--- src/rtl/fifo_pkg.sv ---
// Shared FIFO definitions: default sizing, read-port mode and width helpers.
package fifo_pkg;

    localparam int unsigned FIFO_WIDTH_DEF     = 8;
    localparam int unsigned FIFO_ADDR_BITS_DEF = 4;
    localparam int unsigned FIFO_AEMPTY_DEF    = 2;

    typedef enum logic {
        RD_REGISTERED = 1'b0,
        RD_ASYNC      = 1'b1
    } rd_port_e;

    function automatic int unsigned clog2(input int unsigned v);
        int unsigned r;
        r = 0;
        while ((32'd1 << r) < v) r++;
        return r;
    endfunction

    // Occupancy needs one extra bit so that "full" (DEPTH) is representable.
    function automatic int unsigned level_bits(input int unsigned addr_bits);
        return addr_bits + 1;
    endfunction

endpackage

--- src/rtl/fifo_ram.sv ---
// Simple dual-port RAM, WIDTH x 2^ADDR_BITS, with registered or asynchronous read.
module fifo_ram import fifo_pkg::*; #(
    parameter int unsigned WIDTH     = FIFO_WIDTH_DEF,
    parameter int unsigned ADDR_BITS = FIFO_ADDR_BITS_DEF,
    parameter rd_port_e    RD_MODE   = RD_REGISTERED
) (
    input  logic                 clk,
    input  logic                 we,
    input  logic [ADDR_BITS-1:0] waddr,
    input  logic [WIDTH-1:0]     wdata,
    input  logic                 re,
    input  logic [ADDR_BITS-1:0] raddr,
    output logic [WIDTH-1:0]     rdata
);

    localparam int unsigned DEPTH = 1 << ADDR_BITS;

    logic [WIDTH-1:0] mem [DEPTH];

    always_ff @(posedge clk) begin
        if (we) mem[waddr] <= wdata;
    end

    generate
        if (RD_MODE == RD_REGISTERED) begin : g_rd_reg
            // No reset on the read register so the array maps onto block RAM.
            always_ff @(posedge clk) begin
                if (re) rdata <= mem[raddr];
            end
        end else begin : g_rd_async
            logic unused_re;
            assign unused_re = re;
            assign rdata     = mem[raddr];
        end
    endgenerate

endmodule

--- src/rtl/sync_fifo_param.sv ---
// Parametrised single-clock FIFO with clock-enable, flags, sticky status and flush.
// Define SYNC_FIFO_FWFT_EN for first-word-fall-through output.
module sync_fifo_param import fifo_pkg::*; #(
    parameter int unsigned WIDTH      = FIFO_WIDTH_DEF,
    parameter int unsigned ADDR_BITS  = FIFO_ADDR_BITS_DEF,
    parameter int unsigned AFULL_LVL  = (1 << ADDR_BITS) - 2,
    parameter int unsigned AEMPTY_LVL = FIFO_AEMPTY_DEF
) (
    input  logic                              clk,
    input  logic                              resetN,
    input  logic                              clkEn,
    input  logic                              clear,
    input  logic                              wrEn,
    input  logic [WIDTH-1:0]                  din,
    input  logic                              rdEn,
    output logic [WIDTH-1:0]                  dout,
    output logic                              doutValid,
    output logic                              fifoEmpty,
    output logic                              fifoFull,
    output logic                              almostFull,
    output logic                              almostEmpty,
    output logic [level_bits(ADDR_BITS)-1:0]  level,
    output logic                              overflow,
    output logic                              underflow
);

    localparam int unsigned       LW       = level_bits(ADDR_BITS);
    localparam logic [LW-1:0]     DEPTH_L  = LW'(1 << ADDR_BITS);
    localparam logic [LW-1:0]     AFULL_L  = LW'(AFULL_LVL);
    localparam logic [LW-1:0]     AEMPTY_L = LW'(AEMPTY_LVL);

    logic [ADDR_BITS-1:0] wrAddr, rdAddr;
    logic [WIDTH-1:0]     ramQ;
    logic                 rdAcc, wrAcc, rdGo, wrGo;

    assign fifoEmpty   = (level == '0);
    assign fifoFull    = (level == DEPTH_L);
    assign almostFull  = (level >= AFULL_L);
    assign almostEmpty = (level <= AEMPTY_L);

    assign rdAcc = clkEn & rdEn & ~fifoEmpty;
    assign wrAcc = clkEn & wrEn & (~fifoFull | rdAcc);
    // Flush wins: suppress RAM write and read-register load in a clear cycle.
    assign rdGo  = rdAcc & ~clear;
    assign wrGo  = wrAcc & ~clear;

    always_ff @(posedge clk or negedge resetN) begin
        if (!resetN) begin
            wrAddr    <= '0;
            rdAddr    <= '0;
            level     <= '0;
            overflow  <= 1'b0;
            underflow <= 1'b0;
        end else if (clkEn) begin
            if (clear) begin
                wrAddr    <= '0;
                rdAddr    <= '0;
                level     <= '0;
                overflow  <= 1'b0;
                underflow <= 1'b0;
            end else begin
                if (wrAcc) wrAddr <= wrAddr + 1'b1;
                if (rdAcc) rdAddr <= rdAddr + 1'b1;
                if (wrAcc && !rdAcc)      level <= level + 1'b1;
                else if (rdAcc && !wrAcc) level <= level - 1'b1;
                if (wrEn && !wrAcc) overflow  <= 1'b1;
                if (rdEn && !rdAcc) underflow <= 1'b1;
            end
        end
    end

`ifdef SYNC_FIFO_FWFT_EN
    localparam rd_port_e RD_MODE = RD_ASYNC;

    assign dout      = ramQ;
    assign doutValid = ~fifoEmpty;
`else
    localparam rd_port_e RD_MODE = RD_REGISTERED;

    logic validQ, loaded;

    always_ff @(posedge clk or negedge resetN) begin
        if (!resetN) begin
            validQ <= 1'b0;
            loaded <= 1'b0;
        end else if (clkEn) begin
            validQ <= rdGo;
            if (rdGo) loaded <= 1'b1;
        end
    end

    // The RAM read register has no reset; mask it until the first read loads it.
    assign dout      = loaded ? ramQ : '0;
    assign doutValid = validQ;
`endif

    fifo_ram #(
        .WIDTH     (WIDTH),
        .ADDR_BITS (ADDR_BITS),
        .RD_MODE   (RD_MODE)
    ) u_ram (
        .clk   (clk),
        .we    (wrGo),
        .waddr (wrAddr),
        .wdata (din),
        .re    (rdGo),
        .raddr (rdAddr),
        .rdata (ramQ)
    );

endmodule

--- config.mk ---
export PLATFORM = sky130hd
export DESIGN_NAME = sync_fifo_param
export DESIGN_NICKNAME = d
export VERILOG_FILES = /design/src/rtl/fifo_pkg.sv /design/src/rtl/fifo_ram.sv /design/src/rtl/sync_fifo_param.sv
export SDC_FILE = /design/constraint.sdc
export NUM_CORES = 1
export LEC_CHECK = 0
export ABC_AREA = 1
export CORE_ASPECT_RATIO = 0.6
export CORE_MARGIN = 5
export CORE_UTILIZATION = 30
export CTS_CLUSTER_SIZE = 24
export DETAILED_ROUTE_END_ITERATION = 12
export PLACE_DENSITY = 0.52
export SLEW_MARGIN = 20
export SYNTH_ARGS = -nofsm -noshare
export SYNTH_HDL_FRONTEND = slang
export SYNTH_SLANG_ARGS = --single-unit
--- constraint.sdc ---
create_clock -name clk -period 2.2 [get_ports clk]
set_clock_uncertainty 0.05 [all_clocks]
set_input_delay 0.55 -clock clk [delete_from_list [all_inputs] [get_ports clk]]
set_output_delay 0.55 -clock clk [all_outputs]
set_load 0.02 [all_outputs]
==> out/metrics.csv, run 1 <==
stage,metric,value,unit
sta,fin crit share,97.9,%
yosys,synthesis-stage register bit count,153,
die,CORE AREA,21100,µm²
critical_path,Worst EP required,1600,ps
critical_path,critical path peak fanout,6,
global_route,number of global-route vias before repair,4252,
yosys,share of the synthesized area in the top cell type,62.9,%
finish,post-route design area,8110,µm²
critical_path,CP top delay family,buffers and inverters,
finish,area delta synth->final,25.0,%
power_and_ir_drop,combinational share of power,24.0,%
yosys,Synth cell types,29,
clocking,postcts setup bufs,0,
clocking,clock slew at reported path FFs,60,ps
placement,Buffers on Ports,33,
die,die area,24800,µm²
power_and_ir_drop,Leak,3.09,nW
die,Die W,200,µm
yosys,sequential element share of the synthesized area,69.5,%
critical_path,R2R Setup Slk,150,ps
yosys,syn nets,579,
run_status,status,"complete, no violations",
critical_path,crit-path cells,buf_4 > clkdlybuf4s50_1,
sta,Max Clk Rate,464,MHz
route,wire per inst,17.1,µm
sta,"Slew Viols, Final",0,
die,initial core utilization,30.7,%
critical_path,CP Class,flop to output pin,
route,remaining routing DRC violations,0,
finish,most frequent cells in the layout,"edfxtp_1 (136), nand2_1 (111), inv_1 (55), buf_4 (55), nor2_1 (54)",
power_and_ir_drop,Cell Pwr Density,984,nW/µm²
route,"antenna viol nets, final",0,
yosys,Mapped Area,6490,µm²
critical_path,Worst Setup End Kind,output pin,
finish,layout net count,667,
clocking,TritonCTS buffer count,17,
die,# rows,41,
clocking,worst skew pair latency,420,ps
clocking,CTS max path bufs,2,
sta,Fin. Hold Viols,0,
global_route,first-pass GRT wire length,24.9,mm
yosys,synth top area cells,"edfxtp_1 (63%), dfrtp_1 (6.6%), nand2_1 (6.4%)",
sta,relative max-transition margin,66.2,%
flow_run,Max Cap Viol,0,
route,initial DRC count,345,
sta,WHS,413,ps
finish,Fillers,2052,
critical_path,"Data arrival, critical path",1550,ps
placement,dpl hpwl,11.1,mm
hold_path,Worst Hold Class,primary input to async pin,
yosys,count of warnings emitted by yosys,0,
power_and_ir_drop,Max VDD drop,0.500,mV
sta,post-route minimum period,2150,ps
route,Vias,4400,
die,Die H,124,µm
clocking,CTS sink count,153,
finish,layout cells sized above 1,16.9,%
critical_path,Reg2Reg Depth,13,
yosys,mean area per synthesized cell,11.7,µm²
placement,placed cell areas,7540,µm²
placement,GP Congestion,0.850,
critical_path,Worst Path Buf+Inv,2,
clocking,CTS tree,yes,
sta,worst slew pin tran,506,ps
global_route,initial antenna violation count,1,
finish,diode count,0,
finish,"most common cell after layout, fill and taps aside",edfxtp_1,
die,Ports,34,
power_and_ir_drop,clock share of power,34.1,%
clocking,Root Driver,clkbuf_16,
sta,Setup TNS,0,ps
critical_path,Slowest cell on crit path,clkdlybuf4s50_1,
critical_path,crit start category,flop,
global_route,total grt overflow,0,
sta,final setup fails,0,
route,final WL,16.0,mm
power_and_ir_drop,register share of total power,41.9,%
yosys,post-synth top area cell,edfxtp_1,
global_route,Tot GR Track Use,13.6,%
critical_path,RR Endpoint,level[4]$_DFFE_PN0P_,
power_and_ir_drop,total internal power,5.59,mW
route,drt pass-1 iters,5,
global_route,largest net degree at the start of global routing,98,
clocking,CTS H-tree lvls,4,
power_and_ir_drop,Pwr Total,7.98,mW
critical_path,r2r startpoint,level[3]$_DFFE_PN0P_,
power_and_ir_drop,sw frac,30.0,%
yosys,cell count after synthesis,555,
power_and_ir_drop,NetSw,2.40,mW
critical_path,crit-path max cell delay,610,ps
route,vias per cell,4.71,
[sequential cells by signal, summed over array words and instances (netlist names)]
| register | flops |
|---|---|
| u_ram.rdata | 8 |
| doutValid | 1 |
| loaded | 1 |
| overflow | 1 |
| underflow | 1 |
| rdAddr | 4 |
| level | 5 |
| wrAddr | 4 |
| u_ram.mem | 128 |
[cells by family after synthesis]
group | share of synthesized area [%]
xor+xnor | 0.675
fa+ha+maj | 2.04
buf+inv | 5.01
simple gates | 13.1
compound gates | 9.68
flops | 69.5
[Yosys cell counts, drive strengths merged]
cell	n
a21oi	22
buf	13
clkbuf	9
clkinv	3
dfrtp	17
edfxtp	136
fa	1
ha	9
inv	57
nand2	114
nand3	26
nor2	60
o2111ai	16
o211ai	17
o21ai	46
o22ai	2
o31ai	1
or2	1
xnor2	3
xor2	2
[power by group through the flow]
stage / registers [mW] / logic [mW] / clock network [mW]
detailed placement: 3.41 / 1.93 / 0
global route: 3.35 / 2.10 / 2.95
finish: 3.35 / 1.91 / 2.72
floorplan: 3.48 / 1.01 / 0
CTS: 3.35 / 1.90 / 2.78
global placement: 3.40 / 1.90 / 0
[repair_timing]
action | CTS | global route
gates resized for setup | 14 | 13
hold buffers | 0 | 0
endpoints found under the setup margin | 12 | 22
endpoints found under the hold margin | 0 | 0
gates cloned | 0 | 0
[metal layers]
layer | GRT usage [%] | part of all wire (%) | vias up
met4 | 3.90 | 1.1 | 2
li1 | - | - | 2111
met1 | 21.2 | 54 | 2158
met2 | 18.6 | 40 | 109
met3 | 3.30 | 5.3 | 20
met5 | 0 | 0.081 | -
[how the worst max path moves through the flow]
stage	cells after the start	from	to
2_1_floorplan	13	level[1]$_DFFE_PN0P_	level[4]$_DFFE_PN0P_
3_3_place_gp	9	clkEn	u_ram.mem[5][4]$_DFFE_PP_
4_1_cts	2	level[3]$_DFFE_PN0P_	level[3]
5_1_grt	2	level[0]$_DFFE_PN0P_	level[0]
6_report	2	level[0]$_DFFE_PN0P_	level[0]
3_5_place_dp	14	clkEn	level[4]$_DFFE_PN0P_
[per-stage QoR]
step                setup WS (ps)  utilization [%]  std cells
CTS                          6.04             38.3        935
floorplan                    82.6                -        555
detailed placement           -387             35.7        903
global route                -9.53             38.4        935
global placement             -362             35.7        903
finish                       46.4             38.4        935
[cell type report]
class / instances / area [µm²] / area share (%)
flip-flops and latches: 153 / 4510 / 55.6
multi-input cells: 320 / 1680 / 20.7
repair buffers: 91 / 790 / 9.73
clock buffers: 23 / 500 / 6.17
well taps: 279 / 349 / 4.30
inverters: 60 / 225 / 2.78
clock inverters: 9 / 60.1 / 0.740
No activity file was read; power rests on OpenSTA's default activity.
==> run 2: changes to the inputs <==
- ABC_CLOCK_PERIOD_IN_PS: default -> 2550
- PLACE_DENSITY: 0.52 -> 0.51
- clock period: 2.2 -> 2.55 ns (I/O delays scaled with it)
==> out/metrics.csv, run 2 (synthesis gave the netlist of run 1 again) <==
stage,metric,value,unit,change
sta,Max Clk Rate,404,MHz,
power_and_ir_drop,Cell Pwr Density,912,nW/µm²,-7.2%
sta,RSZ-0062 raised after global routing,no,,
placement,Buffers on Ports,33,,unchanged
die,Ports,34,,unchanged
sta,Setup TNS,0,ps,unchanged
finish,most frequent cells in the layout,"edfxtp_1 (136), nand2_1 (111), nor2_1 (56), inv_1 (55)",,
power_and_ir_drop,Pwr Total,7.34,mW,-8.1%
run_status,status,"complete, no violations",,
hold_path,hold wc startpoint,doutValid$_DFFE_PN0P_,,
global_route,initial antenna violation count,0,,-1
finish,layout cells sized above 1,13.8,%,-3.1 points
finish,max reg flops,128,,unchanged
route,initial DRC count,271,,-21%
finish,Largest Register,u_ram.mem,,
clocking,worst skew pair latency,420,ps,about the same
global_route,first-pass GRT wire length,24.7,mm,-0.58%
clocking,Root Driver,clkbuf_16,,
sta,final setup fails,0,,unchanged
flow_run,Max Cap Viol,0,,unchanged
critical_path,critical path peak fanout,5,,-1
finish,"most common cell after layout, fill and taps aside",edfxtp_1,,
die,Die W,200,µm,unchanged
critical_path,R2R Setup Slk,350,ps,+200 ps
sta,worst slew pin tran,677,ps,+171 ps
critical_path,crit start category,flop,,
clocking,CTS sink count,153,,unchanged
route,vias per cell,4.68,,-0.45%
critical_path,Worst Setup End Kind,output pin,,
clocking,TritonCTS buffer count,17,,unchanged
sta,fin crit share,97.2,%,
clocking,CTS max path bufs,2,,unchanged
finish,footprint of the multi-input gates,1650,µm²,-1.4%
die,CORE AREA,21100,µm²,unchanged
die,die area,24800,µm²,unchanged
global_route,number of global-route vias before repair,4129,,-2.9%
die,# rows,41,,unchanged
hold_path,Worst Hold Class,flop to flop,,
critical_path,CP Class,flop to output pin,,
sta,Fin. Hold Viols,0,,unchanged
global_route,Tot GR Track Use,13.6,%,+0.048 points
route,final WL,16.0,mm,+0.24%
critical_path,Reg2Reg Depth,13,,unchanged
clocking,postcts setup bufs,0,,unchanged
route,"antenna viol nets, final",0,,unchanged
route,remaining routing DRC violations,0,,unchanged
clocking,cts hold-fix bufs,0,,unchanged
die,initial core utilization,30.7,%,unchanged
sta,post-route minimum period,2480,ps,
clocking,clock slew at reported path FFs,60,ps,about the same
power_and_ir_drop,Leak,2.97,nW,-3.9%
critical_path,"Data arrival, critical path",1790,ps,+240 ps
clocking,CTS H-tree lvls,4,,unchanged
finish,top flop regs,"u_ram.mem: 128 flops, u_ram.rdata: 8 flops, level: 5 flops",,
placement,GP Congestion,0.813,,-4.3%
global_route,largest net degree at the start of global routing,41,,-58%
sta,"Slew Viols, Final",0,,unchanged
critical_path,r2r startpoint,level[3]$_DFFE_PN0P_,,
route,Vias,4296,,-2.4%
critical_path,Worst EP required,1860,ps,+260 ps
finish,area delta synth->final,23.9,%,
route,drt pass-1 iters,5,,unchanged
route,wire per inst,17.5,µm,+2.2%
placement,dpl hpwl,11.0,mm,-0.72%
finish,storage element area,4510,µm²,about the same
clocking,PostCTS Resize Cnt,4,,-10
hold_path,Worst Hold Depth,2,,
finish,Fillers,2005,,-2.3%
clocking,CTS tree,yes,,
power_and_ir_drop,Max VDD drop,0.480,mV,-3.9%
global_route,total grt overflow,0,,unchanged
finish,layout net count,649,,-2.7%
finish,diode count,0,,unchanged
die,Die H,124,µm,unchanged
critical_path,RR Endpoint,level[4]$_DFFE_PN0P_,,
sta,relative max-transition margin,54.7,%,-11 points
hold_path,Hold Path End,doutValid$_DFFE_PN0P_,,
[run 2: cell count changes in the layout (fill, tap and decap cells not counted), moves of 6 or more]
cell | before | now
dlygate4sd2_1 | 9 | 3
clkdlybuf4s50_1 | 18 | 30
bufinv_16 | 0 | 6
buf_4 | 55 | 40
[run 2: how the worst max path moves through the flow]
stage	slack, ps	cells after the start	start	endpoint
finish	70	3	level[3]$_DFFE_PN0P_	almostFull
global route	10	3	level[2]$_DFFE_PN0P_	almostFull
CTS	70	3	level[2]$_DFFE_PN0P_	almostFull
detailed placement	-100	14	clkEn	level[4]$_DFFE_PN0P_
global placement	-40	14	clkEn	level[4]$_DFFE_PN0P_
floorplan	430	13	rdEn	level[4]$_DFFE_PN0P_
[run 2: final cells by class]
type | count | area share (%)
Sequential cell | 153 | 56.1
Multi-Input combinational cell | 320 | 20.6
Timing Repair Buffer | 73 | 7.80
Clock buffer | 17 | 5.29
Tap cell | 279 | 4.34
Clock inverter | 15 | 3.08
Inverter | 60 | 2.80
[run 2: layer usage]
metal  track usage (%)  wire length, µm  vias up
met5                 0                0        -
met4              3.44              138        0
met3              4.22             1180       12
met2              18.1             6530      123
met1              21.3             8190     2085
li1                  -                -     2076
[run 2: critical path: stages, from the launching register on]
cell,delay [ps]
dfrtp_1,520
nand3_1,120
nand2_1,120
clkdlybuf4s50_1,620
[run 2: per-stage QoR]
step	hold WS (ps)	worst slack, ps	cells	utilization, %	cell area [µm²]
finish	479	71.8	917	38.0	8040
global route	512	15.0	917	38.0	8040
CTS	485	67.7	917	38.0	8040
floorplan	292	428	555	-	6490
global placement	473	-44.6	885	34.9	7370
detailed placement	475	-99.8	885	34.9	7370
[run 2: report_power, final]
group / leakage, nW / total [mW] / internal (mW) / switching (mW)
sequential: 1.44 / 2.93 / 2.83 / 0.0959
combinational: 1.20 / 1.55 / 0.547 / 1.01
clock: 0.321 / 2.86 / 1.84 / 1.02
total: 2.97 / 7.34 / 5.22 / 2.12
